**src/rtl/pp_burst_packer.sv**
```systemverilog
// Drains a show-ahead push/pop FIFO into framed bursts (sop/eop/len) on a registered
// valid/ready stream; full bursts go out at BURST_LEN words, short ones after TIMEOUT cycles.
module pp_burst_packer #(
    parameter int DATA_WIDTH = 32,
    parameter int CNT_W      = 5,
    parameter int BURST_LEN  = 4,
    parameter int TIMEOUT    = 8
) (
    input  logic                  clk,
    input  logic                  reset_n,
    input  logic                  enable,
    input  logic                  fifo_empty,
    input  logic [CNT_W-1:0]      fifo_count,
    input  logic [DATA_WIDTH-1:0] fifo_data,
    output logic                  fifo_pop,
    output logic                  m_valid,
    input  logic                  m_ready,
    output logic [DATA_WIDTH-1:0] m_data,
    output logic                  m_sop,
    output logic                  m_eop,
    output logic [CNT_W-1:0]      m_len,
    output logic                  busy
);

    localparam int TW = (TIMEOUT > 1) ? $clog2(TIMEOUT) : 1;
    localparam logic [TW-1:0]    T_LAST = TW'(TIMEOUT - 1);
    localparam logic [CNT_W-1:0] B_LEN  = CNT_W'(BURST_LEN);
    localparam logic [CNT_W-1:0] ONE    = CNT_W'(1);

    typedef enum logic {WAIT, SEND} state_t;

    state_t           state, state_nx;
    logic [TW-1:0]    timer, timer_nx;
    logic [CNT_W-1:0] beats_left, beats_left_nx;
    logic [CNT_W-1:0] len_q, len_q_nx;
    logic             pop;
    logic             first_beat;

    always_ff @(posedge clk or negedge reset_n) begin
        if (!reset_n) begin
            state      <= WAIT;
            timer      <= '0;
            beats_left <= '0;
            len_q      <= '0;
        end else begin
            state      <= state_nx;
            timer      <= timer_nx;
            beats_left <= beats_left_nx;
            len_q      <= len_q_nx;
        end
    end

    // The timer only advances while enabled; an empty FIFO always clears it.
    always_comb begin
        state_nx      = state;
        timer_nx      = timer;
        beats_left_nx = beats_left;
        len_q_nx      = len_q;
        pop           = (state == SEND) && !fifo_empty && (beats_left != '0)
                        && (!m_valid || m_ready);
        first_beat    = (beats_left == len_q);
        case (state)
            WAIT: begin
                if (enable && (fifo_count >= B_LEN)) begin
                    state_nx      = SEND;
                    len_q_nx      = B_LEN;
                    beats_left_nx = B_LEN;
                    timer_nx      = '0;
                end else if (enable && (fifo_count != '0) && (timer == T_LAST)) begin
                    state_nx      = SEND;
                    len_q_nx      = fifo_count;
                    beats_left_nx = fifo_count;
                    timer_nx      = '0;
                end else if (fifo_count == '0) begin
                    timer_nx = '0;
                end else if (enable && (timer != T_LAST)) begin
                    timer_nx = timer + 1'b1;
                end
            end
            SEND: begin
                if (pop) begin
                    beats_left_nx = beats_left - ONE;
                    if (beats_left == ONE) begin
                        state_nx = WAIT;
                    end
                end
            end
            default: state_nx = WAIT;
        endcase
    end

    // A pop refills the output register even while the old beat is being accepted.
    always_ff @(posedge clk or negedge reset_n) begin
        if (!reset_n) begin
            m_valid <= 1'b0;
            m_data  <= '0;
            m_sop   <= 1'b0;
            m_eop   <= 1'b0;
            m_len   <= '0;
        end else if (pop) begin
            m_valid <= 1'b1;
            m_data  <= fifo_data;
            m_sop   <= first_beat;
            m_eop   <= (beats_left == ONE);
            m_len   <= first_beat ? len_q : '0;
        end else if (m_valid && m_ready) begin
            m_valid <= 1'b0;
            m_sop   <= 1'b0;
            m_eop   <= 1'b0;
            m_len   <= '0;
        end
    end

    assign fifo_pop = pop;
    assign busy     = (state == SEND) || m_valid;

endmodule

```
**config.mk**
```make
export PLATFORM = sky130hd
export DESIGN_NAME = pp_burst_packer
export DESIGN_NICKNAME = d
export VERILOG_FILES = /design/src/rtl/pp_burst_packer.sv
export SDC_FILE = /design/constraint.sdc
export NUM_CORES = 1
export LEC_CHECK = 0
export CAP_MARGIN = 20
export CORE_UTILIZATION = 48
export CTS_BUF_LIST = sky130_fd_sc_hd__clkbuf_16
export CTS_CLUSTER_SIZE = 28
export DETAILED_ROUTE_END_ITERATION = 10
export PLACE_DENSITY = 0.86
export SLEW_MARGIN = 25
export SYNTH_ARGS = -nofsm -noshare
export SYNTH_HDL_FRONTEND = slang
export SYNTH_SLANG_ARGS = --single-unit
```
**constraint.sdc**
```tcl
create_clock -name clk -period 3.1 [get_ports clk]
set_input_delay 0.465 -clock clk [delete_from_list [all_inputs] [get_ports clk]]
set_output_delay 0.465 -clock clk [all_outputs]
set_load 0.005 [all_outputs]
```
# Word-level counts from Yosys, hierarchy flattened
# Cells that the tools add are included.
op_classes:
  bitwise_logic: 1
  add_sub_neg: 2
  magnitude_cmp: 1
  n_mux: 20
  n_eq_ne: 6
  n_reduce_logical: 21
op_table:
  columns: ["op", "n"]
  rows:
  - ["$mux 5", 6]
  - ["$mux 3", 4]
  - ["$pmux 5 s2", 1]
  - ["$reduce_bool 5->1", 2]
  - ["$logic_and 1x1->1", 8]
  - ["$mux 1", 8]
  - ["$ne 3x3->1 const B", 2]
  - ["$reduce_and 2->1", 3]
  - ["$eq 5x1->1 const B", 1]
  - ["$eq 5x5->1", 1]
  - ["$ge 5x3->1 const B", 1]
  - ["$logic_not 5->1", 1]
  - ["$sub 5x1->5 const B", 1]
  - ["$reduce_bool 2->1", 2]
  - ["$reduce_bool 4->1", 1]
  - ["$add 3x1->3 const B", 1]
  - ["$eq 3x3->1 const B", 1]
  - ["$logic_not 1->1", 2]
  - ["$logic_or 1x1->1", 2]
  - ["$ne 2x2->1 const B", 1]
  - ["$pmux 1 s2", 1]
  - ["$not 1->1", 1]
totals:
  input_bits: 42
  wordCells: 60
  reg_bits: 54

# Longest topological paths before layout
# Gate-level depths: netlist of run 1.
logic_depth:
  depth_word: 6
  depth_mapped: 7
  depth_no_buf: 6

# Worst setup path before layout of run 1
# OpenSTA, ideal clock, no wires.
synth_timing:
  kind: "flip-flop to output port"
  start: "reg beats_left[0]"
  end: "out fifo_pop"
  slack_ns: 1.271
  path_stages_with_launch: 6
  arrival_ns: 1.364
  cell_sequence: "dfrtp_1 > inv_1 > ha_1 > nor4b_4 > nor3_4 > buf_6"
synth_via:
  elab_chain_len: 3
synth_rtl:
  columns: ["element", "line", "source"]
  rows:
  - ["start, declared", "34", "logic [CNT_W-1:0] beats_left, beats_left_nx;"]
  - ["start signal, assigned", "48", "beats_left <= beats_left_nx;"]
  - ["$reduce_bool 5->1", "59", "pop = (state == SEND) && !fifo_empty && (beats_left != '0)"]
  - ["$logic_and 1x1->1", "59", null]
  - ["$logic_and 1x1->1", "60", "&& (!m_valid || m_ready);"]
  - ["end, declared", "15", "output logic fifo_pop,"]
# Every way passes these cells.

# Worst setup path in the final report of run 1
# Same ends and word-level chain as after synthesis.

==> metrics.txt, run 1 <==
achievable frequency=0.408 GHz; Synth area leaders=dfrtp_1, mux2_2, buf_6; number of global-route vias before repair=1,662; Detailed Route WL=4770 um; Mapped Avg Cell Area=13.3 um2; post-synth top area cell=dfrtp_1; Bufs on Longest Clock Path=2; Fin. Hold Viols=0; half-perimeter wire length after placement=3400 um; layout cells sized above 1=0.223; CP Data Arrival Time=1990 ps; Fin Hold WS=114 ps; top cell type's share of synthesized area=0.571; Post-route DRC=0; ys async rst share=1.00; critical path peak fanout=5; Post-synth EDFFs=0; die width=72.2 um; CTS root buf=clkbuf_16; # hold bufs at CTS=0; outcome=finished, final reports clean; Worst-Margin Slew=512 ps; WS Path Type=flop to output pin; RSZ-0062 raised after global routing=false; area grow syn2layout=43.2%; post_cts resized=0; register area=0.00135 mm2; via count=1,672; Setup Viol. Count Final=0; Rows=25; crit start category=flop; final cell utilization of the core=0.717; total core area=0.00472 mm2; full die area=0.00521 mm2; n_diodes=0; synthesized netlist net count=224; Die Y=72.2 um; Mapped Cells=178; setup TNS=0 ps; pin count of the biggest net entering global routing=44; FF+latch count, synth=54; GP Congestion=0.769; total track usage=0.194; DR pass1 iterations=4; Final #Nets=309; grt total ovfl=0; Worst setup EP type=output pin; Post-synth top cells=dfrtp_1, mux2_2, nand2_1, nor2_1, nor3_1; DRT iter0 DRCs=79; Initial Utilization=0.501; dominant synthesized flop cell=dfrtp_1; post-CTS setup buffer count=0; Hold Crit Class=input port to async pin; antenna violations before repair=0; clk_lat worst skew=290 ps; Synth Warn #=0; Clock transition at path regs=60 ps; clk_skew=7.00 ps; post-route ant nets=0; clk sinks=54; CTS tree=built; post-synthesis cell type count=38; first-pass GRT wire length=7850 um; most frequent cell after synthesis=dfrtp_1; post-layout min period=2450 ps; required time of the critical path=2630 ps; Filler cells=352; worst rel slew slack=0.659; Port Buffers=83; sequential share of the synthesized area=0.571; Final Max Tran Viols=0; VDD IR-drop max=0.529 mV; io pins=84; max-cap viol count=0; Routed WL per cell=14.4 um; fin crit share=0.791; Power Density=919 mW/mm2; synthesized area=0.00236 mm2; area of the multi-input gates=918 um2; Via-to-Cell Ratio=5.05; CTS Buf Count=5; H-tree depth=2; Leak=1.46 nW
## stage by stage
| step | power (mW) | area (um2) | setup slack, ps | cells |
|---|---|---|---|---|
| after CTS | 3.14 | 3390 | 622 | 331 |
| after global routing | 3.31 | 3390 | 535 | 331 |
| final | 3.11 | 3390 | 648 | 331 |
| after floorplan | 1.88 | 2360 | 1270 | 178 |
| after global placement | 2.47 | 3220 | 672 | 323 |
| after detailed placement | 2.52 | 3220 | 626 | 323 |
## cell type report
cell class              instances  area share
clock buffers                   5      0.0369
clock inverters                 3      0.0122
inverters                       5     0.00554
multi-input cells             111       0.271
flip-flops and latches         54       0.399
well taps                      67      0.0248
repair buffers                 86       0.250
## registers in the layout, indices dropped and copies added, names as in the netlist
register    cells
len_q           5
timer           3
m_len           5
m_sop           1
m_data         32
state           1
beats_left      5
m_valid         1
m_eop           1
## path summary, 6_finish.rpt
kind	from	end	slack, ps	cells after the start
hold reg to reg	m_eop	m_eop	480	2
setup / recovery	beats_left[0]	fifo_pop	650	5
hold / removal	reset_n	m_eop	110	1
setup reg to reg	beats_left[0]	m_len[4]	840	7
max in group asynchronous	reset_n	len_q[3]	2190	2
min in group clk	m_eop	m_eop	480	2
## cells by family (layout without fill, tap and decap cells)
kind of cell               count (synthesis)  count (layout)  share of synthesized area
DFF                                       54              54                      0.571
muxes                                     33              33                      0.157
AOI/OAI and AO/OA                         26              26                     0.0862
buffers and inverters                     13              99                     0.0402
and+or+nand+nor                           43              43                      0.105
xor gates and xnor gates                   5               5                     0.0185
adders and majority gates                  4               4                     0.0212
## worst max-delay path, cell delays in order, from the launching register on
cell             delay (ps)
dfrtp_1                 440
inv_1                    90
ha_1                    260
nor4b_4                 170
nor3_4                  200
clkdlybuf4s50_1         540
## per-layer routing
| metal | track usage | wire length, um |
|---|---|---|
| met5 | 0 | 0 |
| met4 | 0.0719 | 95 |
| met3 | 0.0458 | 272 |
| met2 | 0.309 | 2210 |
| met1 | 0.260 | 2190 |
## where the power goes
| part | internal (mW) | switching [mW] |
|---|---|---|
| logic | 0.848 | 0.432 |
| registers | 1.00 | 0.215 |
| clock network | 0.378 | 0.237 |
## cell usage in the layout (no fill, tap or decap), types with 3 or more instances in the layout
| master | netlist | layout |
|---|---|---|
| a21oi_1 | 4 | 4 |
| a22o_2 | 5 | 5 |
| buf_4 | 0 | 3 |
| clkbuf_16 | 0 | 5 |
| clkdlybuf4s50_1 | 0 | 82 |
| dfrtp_1 | 54 | 54 |
| ha_1 | 4 | 4 |
| inv_1 | 5 | 6 |
| mux2_2 | 33 | 33 |
| nand2_1 | 9 | 9 |
| nand2b_1 | 3 | 3 |
| nor2_1 | 9 | 9 |
| nor2b_1 | 3 | 3 |
| nor3_1 | 8 | 8 |
| or2_2 | 4 | 4 |
| xor2_1 | 3 | 3 |
No activity file was read; power rests on OpenSTA's default activity.
==> run 2: changes to the inputs <==
--- a/config.mk
+++ b/config.mk
@@ -6,11 +6,11 @@
 export NUM_CORES = 1
 export LEC_CHECK = 0
 export CAP_MARGIN = 20
-export CORE_UTILIZATION = 48
+export CORE_UTILIZATION = 40
 export CTS_BUF_LIST = sky130_fd_sc_hd__clkbuf_16
 export CTS_CLUSTER_SIZE = 28
 export DETAILED_ROUTE_END_ITERATION = 10
-export PLACE_DENSITY = 0.86
+export PLACE_DENSITY = 0.76
 export SLEW_MARGIN = 25
 export SYNTH_ARGS = -nofsm -noshare
 export SYNTH_HDL_FRONTEND = slang
==> constraint.sdc (replaced) <==
create_clock -name clk -period 2.2 [get_ports clk]
set_input_delay 0.33 -clock clk [delete_from_list [all_inputs] [get_ports clk]]
set_output_delay 0.33 -clock clk [all_outputs]
set_load 0.005 [all_outputs]
==> metrics.txt, run 2 (synthesis results as in run 1) <==
fin area=0.00347 mm2 (+2.4%); dpl ws=86.0 ps (-540 ps); GP Congestion=0.803 (+4.5%); antenna violations before repair=0 (unchanged); cell internal pwr=3.12 mW (+40%); worst hold path depth=2; Flop pwr share=0.383 (-0.008); Sw Ratio=0.290 (+0.00595); most common cell after layout, fill and taps aside=clkdlybuf4s50_1; CTS tree=built; fin cells=345 (+4.2%); Crit Reg-Reg Startpoint=beats_left[1]; grt met1 use=0.225 (-0.0348); Initial Utilization=0.422 (-0.0790); via count=1,713 (+2.5%); total track usage=0.174 (-0.0198); DRT iter0 DRCs=104 (+32%); Bufs on Longest Clock Path=2 (unchanged); max reg flops=32 (unchanged); clk_skew=5.11 ps (-1.89 ps); CTS Buf Count=5 (unchanged); Worst Setup SP=beats_left[1]; achievable frequency=0.537 GHz; clk sinks=54 (unchanged); Worst setup EP type=flop; Via-to-Cell Ratio=4.97 (-1.7%); Worst-Margin Slew=511 ps (-1.14 ps); Power Density=1270 mW/mm2 (+38%); Rows=27 (+8.0%); Clk pwr share=0.168 (-0.030); GRT Max-Usage Layer=met2; GR met3 Demand/Resource=0.0460 (+0.000144); Hold Path End=m_eop; full die area=0.00622 mm2 (+19%); clk_lat worst skew=280 ps (about the same); outcome=finished, final reports clean; VDD IR-drop max=0.751 mV (+42%); Post-route DRC=0 (unchanged); Most flops, register=m_data; Hold Path Origin=m_eop; fin crit share=0.846; DR pass1 iterations=4 (unchanged); Final #Nets=319 (+3.2%); min setup slack post-route=338 ps (-311 ps); area grow syn2layout=46.7%; Clock transition at path regs=70 ps (about the same); post-route ant nets=0 (unchanged); setup TNS=0 ps (unchanged); H-tree depth=2 (unchanged); worst rel slew slack=0.656 (-0.00238); half-perimeter wire length after placement=3660 um (+7.6%); Routed WL per cell=14.3 um (-0.47%); CTS root buf=clkbuf_16; Fin. Hold Viols=0 (unchanged); number of global-route vias before repair=1,786 (+7.5%); WS Path Type=flop to flop; final cell utilization of the core=0.618 (-0.0986); io pins=84 (unchanged); post-layout min period=1860 ps; Placed Area=0.00330 mm2 (+2.6%); RSZ-0062 raised after global routing=false; Final Max Tran Viols=0 (unchanged); Hold Crit Class=flop to flop; met2 Track Usage GR=0.286 (-0.0234); max-cap viol count=0 (unchanged); CP Data Arrival Time=2060 ps (+70 ps); Detailed Route WL=4940 um (+3.7%); Comb pwr share=0.449 (+0.038); Leak=1.52 nW (+3.8%); crit start category=flop; Die Y=78.9 um (+9.3%); n_diodes=0 (unchanged); most frequent cells in the layout=clkdlybuf4s50_1, dfrtp_1, mux2_2; pin count of the biggest net entering global routing=24 (-45%); Net Sw Power=1.28 mW (+44%); placed cell count=335 (+3.7%); grt total ovfl=0 (unchanged); r2r worst-path depth=8 (+1); critical path peak fanout=15 (+10); Setup Viol. Count Final=0 (unchanged); first-pass GRT wire length=8420 um (+7.3%); required time of the critical path=2400 ps (-230 ps); total core area=0.00561 mm2 (+19%); Total Power=4.40 mW (+41%); layout cells sized above 1=0.245 (+0.0219); Port Buffers=83 (unchanged); FF-to-FF setup slack=340 ps (-500 ps); Fin Hold WS=482 ps (+368 ps); die width=78.9 um (+9.3%); r2r endpoint=beats_left[0]
## run 2: how the worst max path moves through the flow
stage	endpoint	slack [ps]
2_1_floorplan	m_data[0]	380
3_3_place_gp	fifo_pop	60
3_5_place_dp	m_data[8]	90
4_1_cts	fifo_pop	60
5_1_grt	beats_left[1]	230
6_report	beats_left[0]	340
## run 2: final cells by class
cell class	count	area [um2]
repair buffers	96	953
flip-flops and latches	54	1350
multi-input cells	111	918
fillers	465	2140
clock buffers	5	125
inverters	5	18.8
well taps	72	90.1
clock inverters	2	11.3
## run 2: what timing repair did
item	in CTS	in global routing
buffers inserted	2	0
setup endpoints to repair	1	1
hold buffers	1	0
endpoints found under the hold margin	18	0
resized for setup	0	1
## run 2: power groups by stage
stage               clock, mW  sequential [mW]  combinational (mW)
floorplan                   0             1.70               0.952
global placement            0             1.69                1.91
detailed placement          0             1.71                1.96
CTS                     0.758             1.69                2.01
global route            0.809             1.75                2.14
finish                  0.738             1.69                1.98
## run 2: layer usage
metal	up-vias	wire (um)
li1	822	-
met1	830	2190
met2	57	2380
met3	4	332
met4	0	43
met5	-	0
## run 2: critical path: stages (launching register included)
cell and delay, ps:
dfrtp_1 380, inv_1 80, ha_1 180, nor4b_4 290
nor3_4 80, buf_4 180, buf_12 150, or2_2 310
a31oi_1 130
==> run 3: changes to the inputs <==
==> constraint.sdc (replaced) <==
create_clock -name clk -period 1.67 [get_ports clk]
set_input_delay 0.2505 -clock clk [delete_from_list [all_inputs] [get_ports clk]]
set_output_delay 0.2505 -clock clk [all_outputs]
set_load 0.005 [all_outputs]
==> metrics.txt, run 3 (synthesis results as in run 1) <==
n_diodes=0 (unchanged); clk_lat worst skew=290 ps (about the same); VDD IR-drop max=1.05 mV (+39%); Worst setup EP type=flop; worst rel slew slack=0.612 (-0.0438); post-route ant nets=0 (unchanged); fin area=0.00383 mm2 (+10%); most frequent cells in the layout=clkdlybuf4s50_1, dfrtp_1, buf_4; Net Sw Power=1.97 mW (+54%); Comb pwr share=0.517 (+0.068); Final Max Tran Viols=0 (unchanged); max-cap viol count=0 (unchanged); layout cells sized above 1=0.363 (+0.117); most common cell after layout, fill and taps aside=clkdlybuf4s50_1; cell internal pwr=4.61 mW (+48%); Detailed Route WL=5600 um (+13%); fin cells=367 (+6.4%); clk sinks=54 (unchanged); achievable frequency=0.568 GHz (+5.8%); WS Path Type=flop to flop; placed cell count=353 (+5.4%); DRT iter0 DRCs=59 (-43%); CTS tree=built; CTS root buf=clkbuf_16; Port Buffers=83 (unchanged); area grow syn2layout=62.1%; total core area=0.00561 mm2 (unchanged); crit start category=flop; GP Congestion=0.798 (-0.66%); Clk pwr share=0.147 (-0.021); Power Density=1720 mW/mm2 (+35%); critical path peak fanout=12 (-3); Placed Area=0.00347 mm2 (+5.1%); Sw Ratio=0.299 (+0.00890); Flop pwr share=0.335 (-0.048); required time of the critical path=1840 ps (-560 ps); CP Data Arrival Time=1930 ps (-130 ps); CTS Buf Count=5 (unchanged); Hold Crit Class=flop to flop; Initial Utilization=0.422 (unchanged); Rows=27 (unchanged); half-perimeter wire length after placement=3970 um (+8.5%); via count=1,872 (+9.3%); Via-to-Cell Ratio=5.10 (+2.7%); max reg flops=32 (unchanged); grt total ovfl=0 (unchanged); DR pass1 iterations=4 (unchanged); outcome=finished, violations left; H-tree depth=2 (unchanged); pin count of the biggest net entering global routing=31 (+29%); Fin. Hold Viols=0 (unchanged); Setup Viol. Count Final=26 (+26); failing checks=negative setup slack; total track usage=0.192 (+0.0172); Most flops, register=m_data; Leak=1.70 nW (+12%); RSZ-0062 raised after global routing=true; die width=78.9 um (unchanged); io pins=84 (unchanged); Post-route DRC=0 (unchanged); Routed WL per cell=15.3 um (+6.6%); full die area=0.00622 mm2 (unchanged); fin crit share=1.05 (+0.208); Bufs on Longest Clock Path=2 (unchanged); antenna violations before repair=0 (unchanged); Final #Nets=341 (+6.9%); Die Y=78.9 um (unchanged); Worst-Margin Slew=582 ps (+70.4 ps); post-layout min period=1760 ps (-102 ps); clk_skew=3.82 ps (-1.29 ps); first-pass GRT wire length=9190 um (+9.2%); min setup slack post-route=-90.4 ps (-428 ps); number of global-route vias before repair=1,961 (+9.8%); Clock transition at path regs=60 ps (about the same); final cell utilization of the core=0.683 (+0.0649)
==> run 3: cell count changes in the layout (fill, tap and decap cells not counted), sizes merged <==
cell	change
buf	+22
clkdlybuf4s15	+1
clkdlybuf4s50	-1
dlygate4sd2	+1
dlymetal6s2s	-1
==> run 3: final timing paths <==
path                          startpoint  slack [ps]          to  depth (start not counted)
max reg2reg                beats_left[1]         -90  m_data[11]                          7
min reg2reg                        m_sop         490       m_sop                          1
min                                m_sop         490       m_sop                          1
max in group asynchronous        reset_n         630  m_data[30]                          3
min in group asynchronous        reset_n         500    timer[2]                          2
max                        beats_left[1]         -90  m_data[11]                          7
==> run 3: per-layer routing <==
layer	up-vias	routed length, um	GRT usage
met5	-	0	0
li1	866	-	-
met3	7	276	0.0264
met4	0	103	0.0800
met1	938	2370	0.242
met2	61	2860	0.330
==> run 3: area by class of cell <==
type	instances	area, um2
multi-input combinational	111	1080
inverter	5	18.8
clock buffer	5	125
timing repair buffer	118	1150
fill	422	1780
tap	72	90.1
sequential	54	1350
clock inverter	2	11.3
==> run 3: per-stage QoR <==
stage               setup slack (ps)  total power [mW]  hold WS [ps]  setup TNS, ps
detailed placement              -352              5.11           286         -14550
global route                    -171              6.98           502          -3980
global placement                -322              5.01           285         -13550
floorplan                      -51.8              3.54         -45.1          -1590
CTS                            -92.8              6.44           494          -2080
finish                         -90.4              6.58           488          -1270
==> run 3: what timing repair did <==
action | 4_1_cts | 5_1_grt
setup endpoints to repair | 39 | 49
pin swaps | 11 | 4
buffers inserted | 5 | 1
resized for setup | 31 | 14
hold buffers | 1 | 0
endpoints found under the hold margin | 24 | 0
==> run 3: power groups by stage <==
| stage | Sequential [mW] | Clock (mW) | Combinational (mW) |
|---|---|---|---|
| global placement | 2.19 | 0 | 2.82 |
| floorplan | 2.24 | 0 | 1.30 |
| CTS | 2.21 | 0.989 | 3.24 |
| global route | 2.28 | 1.06 | 3.64 |
| detailed placement | 2.22 | 0 | 2.88 |
| finish | 2.21 | 0.967 | 3.40 |
==> run 3: worst max-delay path, stage by stage (launching register included) <==
cell,delay (ps)
dfrtp_1,370
inv_2,60
ha_4,160
nor4b_4,130
nor3_4,250
buf_6,180
buf_12,150
mux2_2,340
